$ cat src/rtl/toggle_cover_collector.sv
// ============================================================================
// toggle_cover_collector: sticky first-hit detector serialising cover indices
// Rev 1.0
// ============================================================================
`default_nettype none

module toggle_cover_collector #(
    parameter int WIDTH       = 37,
    parameter int COVER_INDEX = 0,
    parameter int INDEX_W     = 32,
    parameter int COUNT_W     = 16
) (
    input  logic               clock,
    input  logic               reset,
    input  logic [WIDTH-1:0]   valid,
    input  logic               clear,
    output logic               out_valid,
    input  logic               out_ready,
    output logic [INDEX_W-1:0] out_index,
    output logic [COUNT_W-1:0] covered_count,
    output logic               all_covered
);

    localparam int    c_BIT_W     = (WIDTH > 1) ? $clog2(WIDTH) : 1;
    localparam int    c_CNT_W     = $clog2(WIDTH + 1);
    localparam longint c_MAX_INDEX = longint'(COVER_INDEX) + longint'(WIDTH) - 1;

    generate
        if ((c_MAX_INDEX >> INDEX_W) != 0) begin : g_index_overflow
            $error("toggle_cover_collector: COVER_INDEX + WIDTH - 1 does not fit in INDEX_W");
        end
        if (longint'(WIDTH) >= (longint'(1) << COUNT_W)) begin : g_count_overflow
            $error("toggle_cover_collector: WIDTH must be below 2**COUNT_W");
        end
    endgenerate

    logic [WIDTH-1:0]   r_covered;
    logic [WIDTH-1:0]   r_pending;
    logic               r_out_valid;
    logic [INDEX_W-1:0] r_out_index;
    logic [COUNT_W-1:0] r_count;
    logic               r_all_covered;

    logic [WIDTH-1:0]   w_new;
    logic [WIDTH-1:0]   w_covered_next;
    logic [WIDTH-1:0]   w_sel_mask;
    logic [WIDTH-1:0]   w_pend_left;
    logic [c_BIT_W-1:0] w_sel_idx;
    logic [c_CNT_W-1:0] w_new_cnt;
    logic [COUNT_W:0]   w_sum;
    logic [COUNT_W-1:0] w_count_next;
    logic               w_load;
    logic               w_any_pending;

    always_comb begin
        w_new          = valid & ~r_covered;
        w_covered_next = r_covered | valid;
        w_load         = !r_out_valid || out_ready;
        w_any_pending  = |r_pending;
        // Two's-complement trick isolates the lowest pending bit.
        w_sel_mask     = r_pending & (~r_pending + WIDTH'(1));
        w_pend_left    = w_load ? (r_pending & ~w_sel_mask) : r_pending;

        w_sel_idx = '0;
        for (int i = WIDTH - 1; i >= 0; i--) begin
            if (r_pending[i]) begin
                w_sel_idx = c_BIT_W'(i);
            end
        end

        w_new_cnt = '0;
        for (int i = 0; i < WIDTH; i++) begin
            w_new_cnt = w_new_cnt + c_CNT_W'(w_new[i]);
        end

        w_sum        = {1'b0, r_count} + (COUNT_W + 1)'(w_new_cnt);
        w_count_next = w_sum[COUNT_W] ? {COUNT_W{1'b1}} : w_sum[COUNT_W-1:0];
    end

    always_ff @(posedge clock) begin
        if (reset) begin
            r_covered     <= '0;
            r_pending     <= '0;
            r_out_valid   <= 1'b0;
            r_out_index   <= '0;
            r_count       <= '0;
            r_all_covered <= 1'b0;
        end else if (clear) begin
            r_covered     <= '0;
            r_pending     <= '0;
            r_count       <= '0;
            r_all_covered <= 1'b0;
            // A stalled beat survives clear; only its acceptance frees the slot.
            if (w_load) begin
                r_out_valid <= 1'b0;
            end
        end else begin
            r_covered     <= w_covered_next;
            r_pending     <= w_pend_left | w_new;
            r_count       <= w_count_next;
            r_all_covered <= &w_covered_next;
            if (w_load) begin
                r_out_valid <= w_any_pending;
                if (w_any_pending) begin
                    r_out_index <= INDEX_W'(COVER_INDEX) + INDEX_W'(w_sel_idx);
                end
            end
        end
    end

    assign out_valid     = r_out_valid;
    assign out_index     = r_out_index;
    assign covered_count = r_count;
    assign all_covered   = r_all_covered;

endmodule

`default_nettype wire

$ cat config.mk
export PLATFORM = sky130hd
export DESIGN_NAME = toggle_cover_collector
export DESIGN_NICKNAME = d
export VERILOG_FILES = /design/src/rtl/toggle_cover_collector.sv
export SDC_FILE = /design/constraint.sdc
export NUM_CORES = 1
export LEC_CHECK = 0
export CORE_UTILIZATION = 40
export DETAILED_ROUTE_END_ITERATION = 7
export GPL_TIMING_DRIVEN = 0
export PLACE_DENSITY = 0.67
export SKIP_CTS_REPAIR_TIMING = 1
export SLEW_MARGIN = 25
export SYNTH_ARGS = -nofsm -noshare
export SYNTH_HDL_FRONTEND = slang
export SYNTH_SLANG_ARGS = --single-unit
$ cat constraint.sdc
create_clock -name clock -period 10.05 [get_ports clock]
set_clock_uncertainty 0.15 [all_clocks]
set_input_delay 2.01 -clock clock [delete_from_list [all_inputs] [get_ports clock]]
set_output_delay 2.01 -clock clock [all_outputs]
set_load 0.01 [all_outputs]
==> flow_metrics.env, run 1 <==
export IMPL_status="finished clean"
export IMPL_hold_violations=0
export IMPL_cts_htree_levels=3
export IMPL_cp_slowest_stage_delay_ns=0.56
export IMPL_grt_max_degree=17
export IMPL_die_w_um=118.6
export IMPL_synth_edff_count=0
export IMPL_cts_clk_slew_worst_paths_ns=0.07
export IMPL_cts_buffers=9
export IMPL_pin_count=91
export IMPL_cts_max_path_buffers=2
export IMPL_cp_start_kind="primary input"
export IMPL_total_power_mw=1.994
export IMPL_worst_slack_ns=1.512
export IMPL_synth_distinct_cells=53
export IMPL_dieArea_um2=14070
export IMPL_crit_path_max_fanout=10
export IMPL_cp_slowest_cell="fa_1"
export IMPL_drc=0
export IMPL_cts_root_buf="clkbuf_16"
export IMPL_ys_ff_latch=98
export IMPL_dp_hpwl_um=10870
export IMPL_crit_chain="clkdlybuf4s50_1 -> nor2b_1 -> fa_1 -> inv_1 -> fa_1 -> inv_1 -> fa_1 -> inv_1 -> fa_1 -> fa_1 -> fa_1 -> fa_1 -> inv_1 -> ha_1 -> inv_1 -> fa_1 -> nor2b_1 -> o2111ai_1 -> and3_1 -> nor2_1 -> nand2_1 -> clkbuf_1 -> a211oi_1"
export IMPL_hp_class="reg2reg"
export IMPL_tightest_slew_ns=0.6766
export IMPL_num_vias=4661
export IMPL_clock_sinks=98
export IMPL_timing_fmax_ghz=0.1171
export IMPL_num_rows=42
export IMPL_period_share_pct=84.95
export IMPL_clock_latency_ns=0.35
export IMPL_nNetsFinal=827
export IMPL_rsz0062_at_grt="no"
export IMPL_first_global_vias=4509
export IMPL_fin_tns_setup_ns=0
export IMPL_grt_use_total_pct=19.68
export IMPL_report_final_slew_viol_count=0
export IMPL_ys_flop_type="dfxtp_1"
export IMPL_path_class="in2reg"
export IMPL_syn2layout_area_growth_pct=23.45
export IMPL_powerDensity_nw_per_um2=296.8
export IMPL_drt_wirelength_per_cell_um=14.71
export IMPL_synth_area_um2=5441
export IMPL_grt_overflow_total=0
export IMPL_async_reset_ff_share_pct=0
export IMPL_drtAntennaViolNets=0
export IMPL_switching_share_pct=41.19
export IMPL_wl_um=13420
export IMPL_end_kind="register"
export IMPL_final_area_um2=6718
export IMPL_p_seq_share_pct=21.8
export IMPL_gp_congestion=0.8856
export IMPL_coreArea_um2=13240
export IMPL_arrival_ns=8.64
export IMPL_n_antenna_cell=0
export IMPL_timing_hold_ws_ns=0.3197
export IMPL_die_h_um=118.6
export IMPL_synth_top_area_share_pct=36.05
export IMPL_power_frac_clock_pct=19.1
export IMPL_io_buffers=63
export IMPL_drtIter0Drc=334
export IMPL_dpl_worst_slack_ns=1.199
export IMPL_postSynthAreaPerCell_um2=8.596
export IMPL_syn_inst=633
export IMPL_dr_pass1_iters=5
export IMPL_p_leak_nw=2.860
export IMPL_ys_seq_area_share_pct=36.05
export IMPL_p_int_mw=1.173
export IMPL_cts_tree="yes"
export IMPL_pwr_share_comb_pct=59.1
export IMPL_grt_pass1_wl_um=21820
export IMPL_maxCapViolations=0
export IMPL_setup_violations=0
export IMPL_drive_gt1_share_pct=7.337
export IMPL_finalCriticalPeriod_ns=8.538
export IMPL_place_inst=897
export IMPL_vdd_ir_drop_max_mv=0.2932
export IMPL_critPathMostFrequentCell="fa_1"
export IMPL_finalNonFillerCells=912
export IMPL_max_slew_margin_rel_pct=54.73
export IMPL_place_area_um2=6386
export IMPL_yosysTopAreaCell="dfxtp_1"
export IMPL_antenna_found_initial=0
export IMPL_fin_util_pct=50.73
export IMPL_worstPathRequired_ns=10.15
export IMPL_initial_core_util_pct=41.09
export IMPL_yosys_warnings=0
export IMPL_vias_per_cell=5.111
export IMPL_synthTopCellsByArea="dfxtp_1 (36%), fa_1 (11%), nor2_1 (8.3%)"
export IMPL_power_switching_mw=0.8213
==> flip-flops by register name, summed over array words and instances, names as in the netlist <==
register,flops
all_covered,1
r_pending,37
out_index,6
out_valid,1
r_covered,37
covered_count,16
==> worst max-delay path, delay by kind of cell <==
kind	cells	cell delay, ns
buf+inv	7	1.12
fa+ha+maj	9	3.81
compound gates	2	0.50
simple gates	5	1.18
==> power by group through the flow <==
| stage | combinational [mW] | clock [mW] | sequential, mW |
|---|---|---|---|
| 2_1_floorplan | 0.897 | 0 | 0.442 |
| 3_3_place_gp | 1.13 | 0 | 0.442 |
| 3_5_place_dp | 1.15 | 0 | 0.443 |
| 4_1_cts | 1.18 | 0.386 | 0.434 |
| 5_1_grt | 1.33 | 0.403 | 0.438 |
| 6_report | 1.18 | 0.380 | 0.435 |
==> final cells by class <==
type | count | area [um^2]
Sequential cell | 98 | 1962
Fill cell | 1254 | 6525
Tap cell | 176 | 220.2
Timing Repair Buffer | 63 | 630.6
Clock buffer | 10 | 239.0
Buffer | 42 | 264.0
Multi-Input combinational cell | 478 | 3166
Inverter | 40 | 150.1
Clock inverter | 5 | 86.33
==> worst paths after layout <==
kind	start	to	slack (ns)	depth (start not counted)
min reg2reg	out_index[2]	out_index[2]	0.32	2
min	out_index[2]	out_index[2]	0.32	2
max	valid[20]	covered_count[11]	1.51	23
max reg2reg	r_covered[20]	covered_count[11]	3.36	22
==> cells in the final DEF, fill, tap and decap left out, types with 3 or more instances in the layout <==
cell	synthesis	routed
nor2_1	121	121
xor2_1	6	6
nand2b_1	25	25
o2111ai_1	3	3
nand3b_1	3	3
and3_1	5	5
o21ai_0	20	20
clkbuf_1	14	14
a221oi_1	3	3
dfxtp_1	98	98
a311oi_1	3	3
clkbuf_16	0	9
nand4_1	7	7
or3_1	7	7
o21a_1	6	6
nor3_1	9	9
o31ai_1	6	6
a31oi_1	3	3
or2_2	3	3
a21o_1	4	4
nand2_1	28	28
inv_1	40	40
conb_1	1	26
a211oi_1	5	5
fa_1	30	30
nand3_1	7	7
buf_4	26	26
clkdlybuf4s50_1	0	63
nor4_1	24	23
nor2b_1	21	21
a21oi_1	54	54
ha_1	24	24
==> synth_stat cells, types with 6 or more instances <==
library cell and count:
nand2_1 28, nor2_1 121, nand4_1 7, or3_1 7
nor3_1 9, xor2_1 6, nor4_1 24, o31ai_1 6
nor2b_1 21, ha_1 24, fa_1 30, dfxtp_1 98
nand3_1 7, a21oi_1 54, o21a_1 6, clkbuf_1 14
nand2b_1 25, o21ai_0 20, inv_1 40, buf_4 26
==> routing by layer <==
layer  up-vias  global-route usage [%]  wire length (um)
met5         -                       0                 0
met3        16                   3.523               668
met4         0                   6.408               238
met2       136                   31.65              6311
met1      2184                   26.64              6200
li1       2325                       -                 -
==> cell families (layout without fill, tap and decap cells) <==
family / Yosys count / count (layout) / synth area share, %
buf+inv: 82 / 160 / 7.611
compound gates: 120 / 120 / 13.77
xor+xnor: 7 / 7 / 1.127
mux: 2 / 2 / 0.3679
fa+ha+maj: 54 / 54 / 16.56
simple gates: 269 / 269 / 24.44
other cells: 1 / 26 / 0.06892
flops: 98 / 98 / 36.05
Power figures use the tool's default switching activity.
==> run 2: changes to the inputs <==
--- a/config.mk
+++ b/config.mk
@@ -8,7 +8,7 @@
 export CORE_UTILIZATION = 40
 export DETAILED_ROUTE_END_ITERATION = 7
 export GPL_TIMING_DRIVEN = 0
-export PLACE_DENSITY = 0.67
+export PLACE_DENSITY = 0.69
 export SKIP_CTS_REPAIR_TIMING = 1
 export SLEW_MARGIN = 25
 export SYNTH_ARGS = -nofsm -noshare
==> constraint.sdc (replaced) <==
create_clock -name clock -period 6.9 [get_ports clock]
set_clock_uncertainty 0.15 [all_clocks]
set_input_delay 1.38 -clock clock [delete_from_list [all_inputs] [get_ports clock]]
set_output_delay 1.38 -clock clock [all_outputs]
set_load 0.01 [all_outputs]
==> flow_metrics.env, run 2 (same netlist as run 1, synthesis figures left out) <==
export IMPL_cts_max_path_buffers=2
export IMPL_gp_congestion=0.8589
export IMPL_powerDensity_nw_per_um2=434.6
export IMPL_cts_htree_levels=3
export IMPL_drt_wirelength_per_cell_um=15.51
export IMPL_failed_checks="negative setup slack"
export IMPL_crit_path_max_fanout=5
export IMPL_dp_hpwl_um=11250
export IMPL_clock_latency_ns=0.36
export IMPL_num_vias=4773
export IMPL_rsz0062_at_grt="yes"
export IMPL_timing_fmax_ghz=0.1438
export IMPL_hold_violations=0
export IMPL_finalNonFillerCells=930
export IMPL_cts_tree="yes"
export IMPL_r2r_end="covered_count[11]"
export IMPL_max_slew_margin_rel_pct=47.06
export IMPL_final_common_cell="nor2_1"
export IMPL_status="complete, but fails checks"
export IMPL_report_final_slew_viol_count=0
export IMPL_cts_root_buf="clkbuf_16"
export IMPL_drtAntennaViolNets=0
export IMPL_ff2ff_path_depth=22
export IMPL_final_cell_mix="nor2_1 (120), dfxtp_1 (98), a21oi_1 (50), clkdlybuf4s50_1 (46), buf_4 (42)"
export IMPL_hp_class="reg2reg"
export IMPL_grt_use_total_pct=21.21
export IMPL_drc=0
export IMPL_hp_start="out_index[2]"
export IMPL_num_rows=42
export IMPL_setup_violations=4
export IMPL_place_inst=897
export IMPL_nNetsFinal=844
export IMPL_cp_start_kind="primary input"
export IMPL_vias_per_cell=5.132
export IMPL_tightest_slew_ns=0.7911
export IMPL_worstPathRequired_ns=7.02
export IMPL_die_w_um=118.6
export IMPL_timing_rr_start="r_covered[28]"
export IMPL_syn2layout_area_growth_pct=28.83
export IMPL_place_area_um2=6407
export IMPL_die_h_um=118.6
export IMPL_p_leak_nw=3.148
export IMPL_vdd_ir_drop_max_mv=0.6572
export IMPL_r2r_setup_slack_ns=0.76
export IMPL_cts_clk_slew_worst_paths_ns=0.07
export IMPL_grt_overflow_total=0
export IMPL_whs_endpoint="out_index[2]"
export IMPL_drtIter0Drc=222
export IMPL_maxCapViolations=0
export IMPL_wl_um=14430
export IMPL_end_kind="register"
export IMPL_path_class="in2reg"
export IMPL_clock_sinks=98
export IMPL_holdPathStages=2
export IMPL_drive_gt1_share_pct=13.66
export IMPL_final_area_um2=7010
export IMPL_arrival_ns=7.08
export IMPL_pin_count=91
export IMPL_initial_core_util_pct=41.09
export IMPL_first_global_vias=4651
export IMPL_finalCriticalPeriod_ns=6.956
export IMPL_grt_max_degree=17
export IMPL_antenna_found_initial=0
export IMPL_dr_pass1_iters=5
export IMPL_io_buffers=63
export IMPL_grt_pass1_wl_um=23140
export IMPL_cts_buffers=9
export IMPL_dieArea_um2=14070
export IMPL_worst_slack_ns=-0.05636
export IMPL_coreArea_um2=13240
export IMPL_n_antenna_cell=0
export IMPL_period_share_pct=100.8
==> run 2: cell types whose count changed in the layout (fill, tap and decap cells not counted), sizes merged <==
cell / before / now
inv: 42 / 41
clkdlybuf4s50: 63 / 46
clkinvlp: 0 / 1
clkinv: 1 / 4
dlymetal6s2s: 0 / 15
bufinv: 2 / 0
clkbuf: 24 / 25
buf: 28 / 46
==> run 2: where the power goes <==
group	switching, mW	total (mW)	leakage (nW)	internal (mW)
clock network	0.227	0.481	0.139	0.254
logic	1.05	1.93	2.21	0.878
registers	0.0297	0.636	0.804	0.606
total	1.31	3.05	3.15	1.74
==> run 2: how the worst max path moves through the flow <==
stage	start	endpoint	slack (ns)	depth (start not counted)
floorplan	valid[20]	covered_count[11]	0.03	22
global placement	valid[2]	covered_count[11]	-0.91	21
detailed placement	valid[2]	covered_count[11]	-0.92	21
CTS	valid[2]	covered_count[11]	-0.62	21
global route	valid[32]	covered_count[11]	-0.25	23
finish	valid[32]	covered_count[11]	-0.06	23
==> run 2: per-layer routing <==
metal | GRT usage, % | share of wire [%] | up-vias
li1 | - | - | 2365
met2 | 35.53 | 49 | 114
met4 | 9.177 | 2.5 | 0
met1 | 26.86 | 44 | 2272
met5 | 0 | 0 | -
met3 | 3.475 | 4.5 | 22
==> run 2: metrics by stage <==
stage | util (%) | power (mW) | hold slack, ns | setup WS (ns) | TNS (ns)
final | 52.94 | 3.047 | 0.3124 | -0.05636 | -0.1485
after detailed placement | 48.38 | 2.323 | 0.3083 | -0.9250 | -13.08
after CTS | 50.49 | 2.843 | 0.3175 | -0.6185 | -7.754
after global routing | 52.94 | 3.344 | 0.3419 | -0.2460 | -2.614
after global placement | 48.34 | 2.294 | 0.2991 | -0.9089 | -12.47
after floorplan | - | 1.959 | 0.2865 | 0.02614 | 0
==> run 2: layout make-up <==
cell class	instances	area, um^2
clock inverters	6	40.04
flip-flops and latches	98	1962
fillers	1287	6232
multi-input cells	478	3314
clock buffers	10	239.0
well taps	176	220.2
plain buffers	42	275.3
inverters	40	150.1
repair buffers	80	809.5
==> run 2: critical path, stage by stage <==
cell	delay [ns]
dlymetal6s2s_1	0.15
nor2b_4	0.14
fa_1	0.50
inv_2	0.04
fa_1	0.49
fa_1	0.56
inv_1	0.06
fa_1	0.49
inv_2	0.04
fa_1	0.47
fa_1	0.52
fa_1	0.51
inv_2	0.08
ha_4	0.14
inv_2	0.04
fa_2	0.38
nor2b_2	0.15
o2111ai_2	0.14
and3_4	0.22
nor2_4	0.13
nand2_4	0.08
buf_8	0.14
a211oi_2	0.20
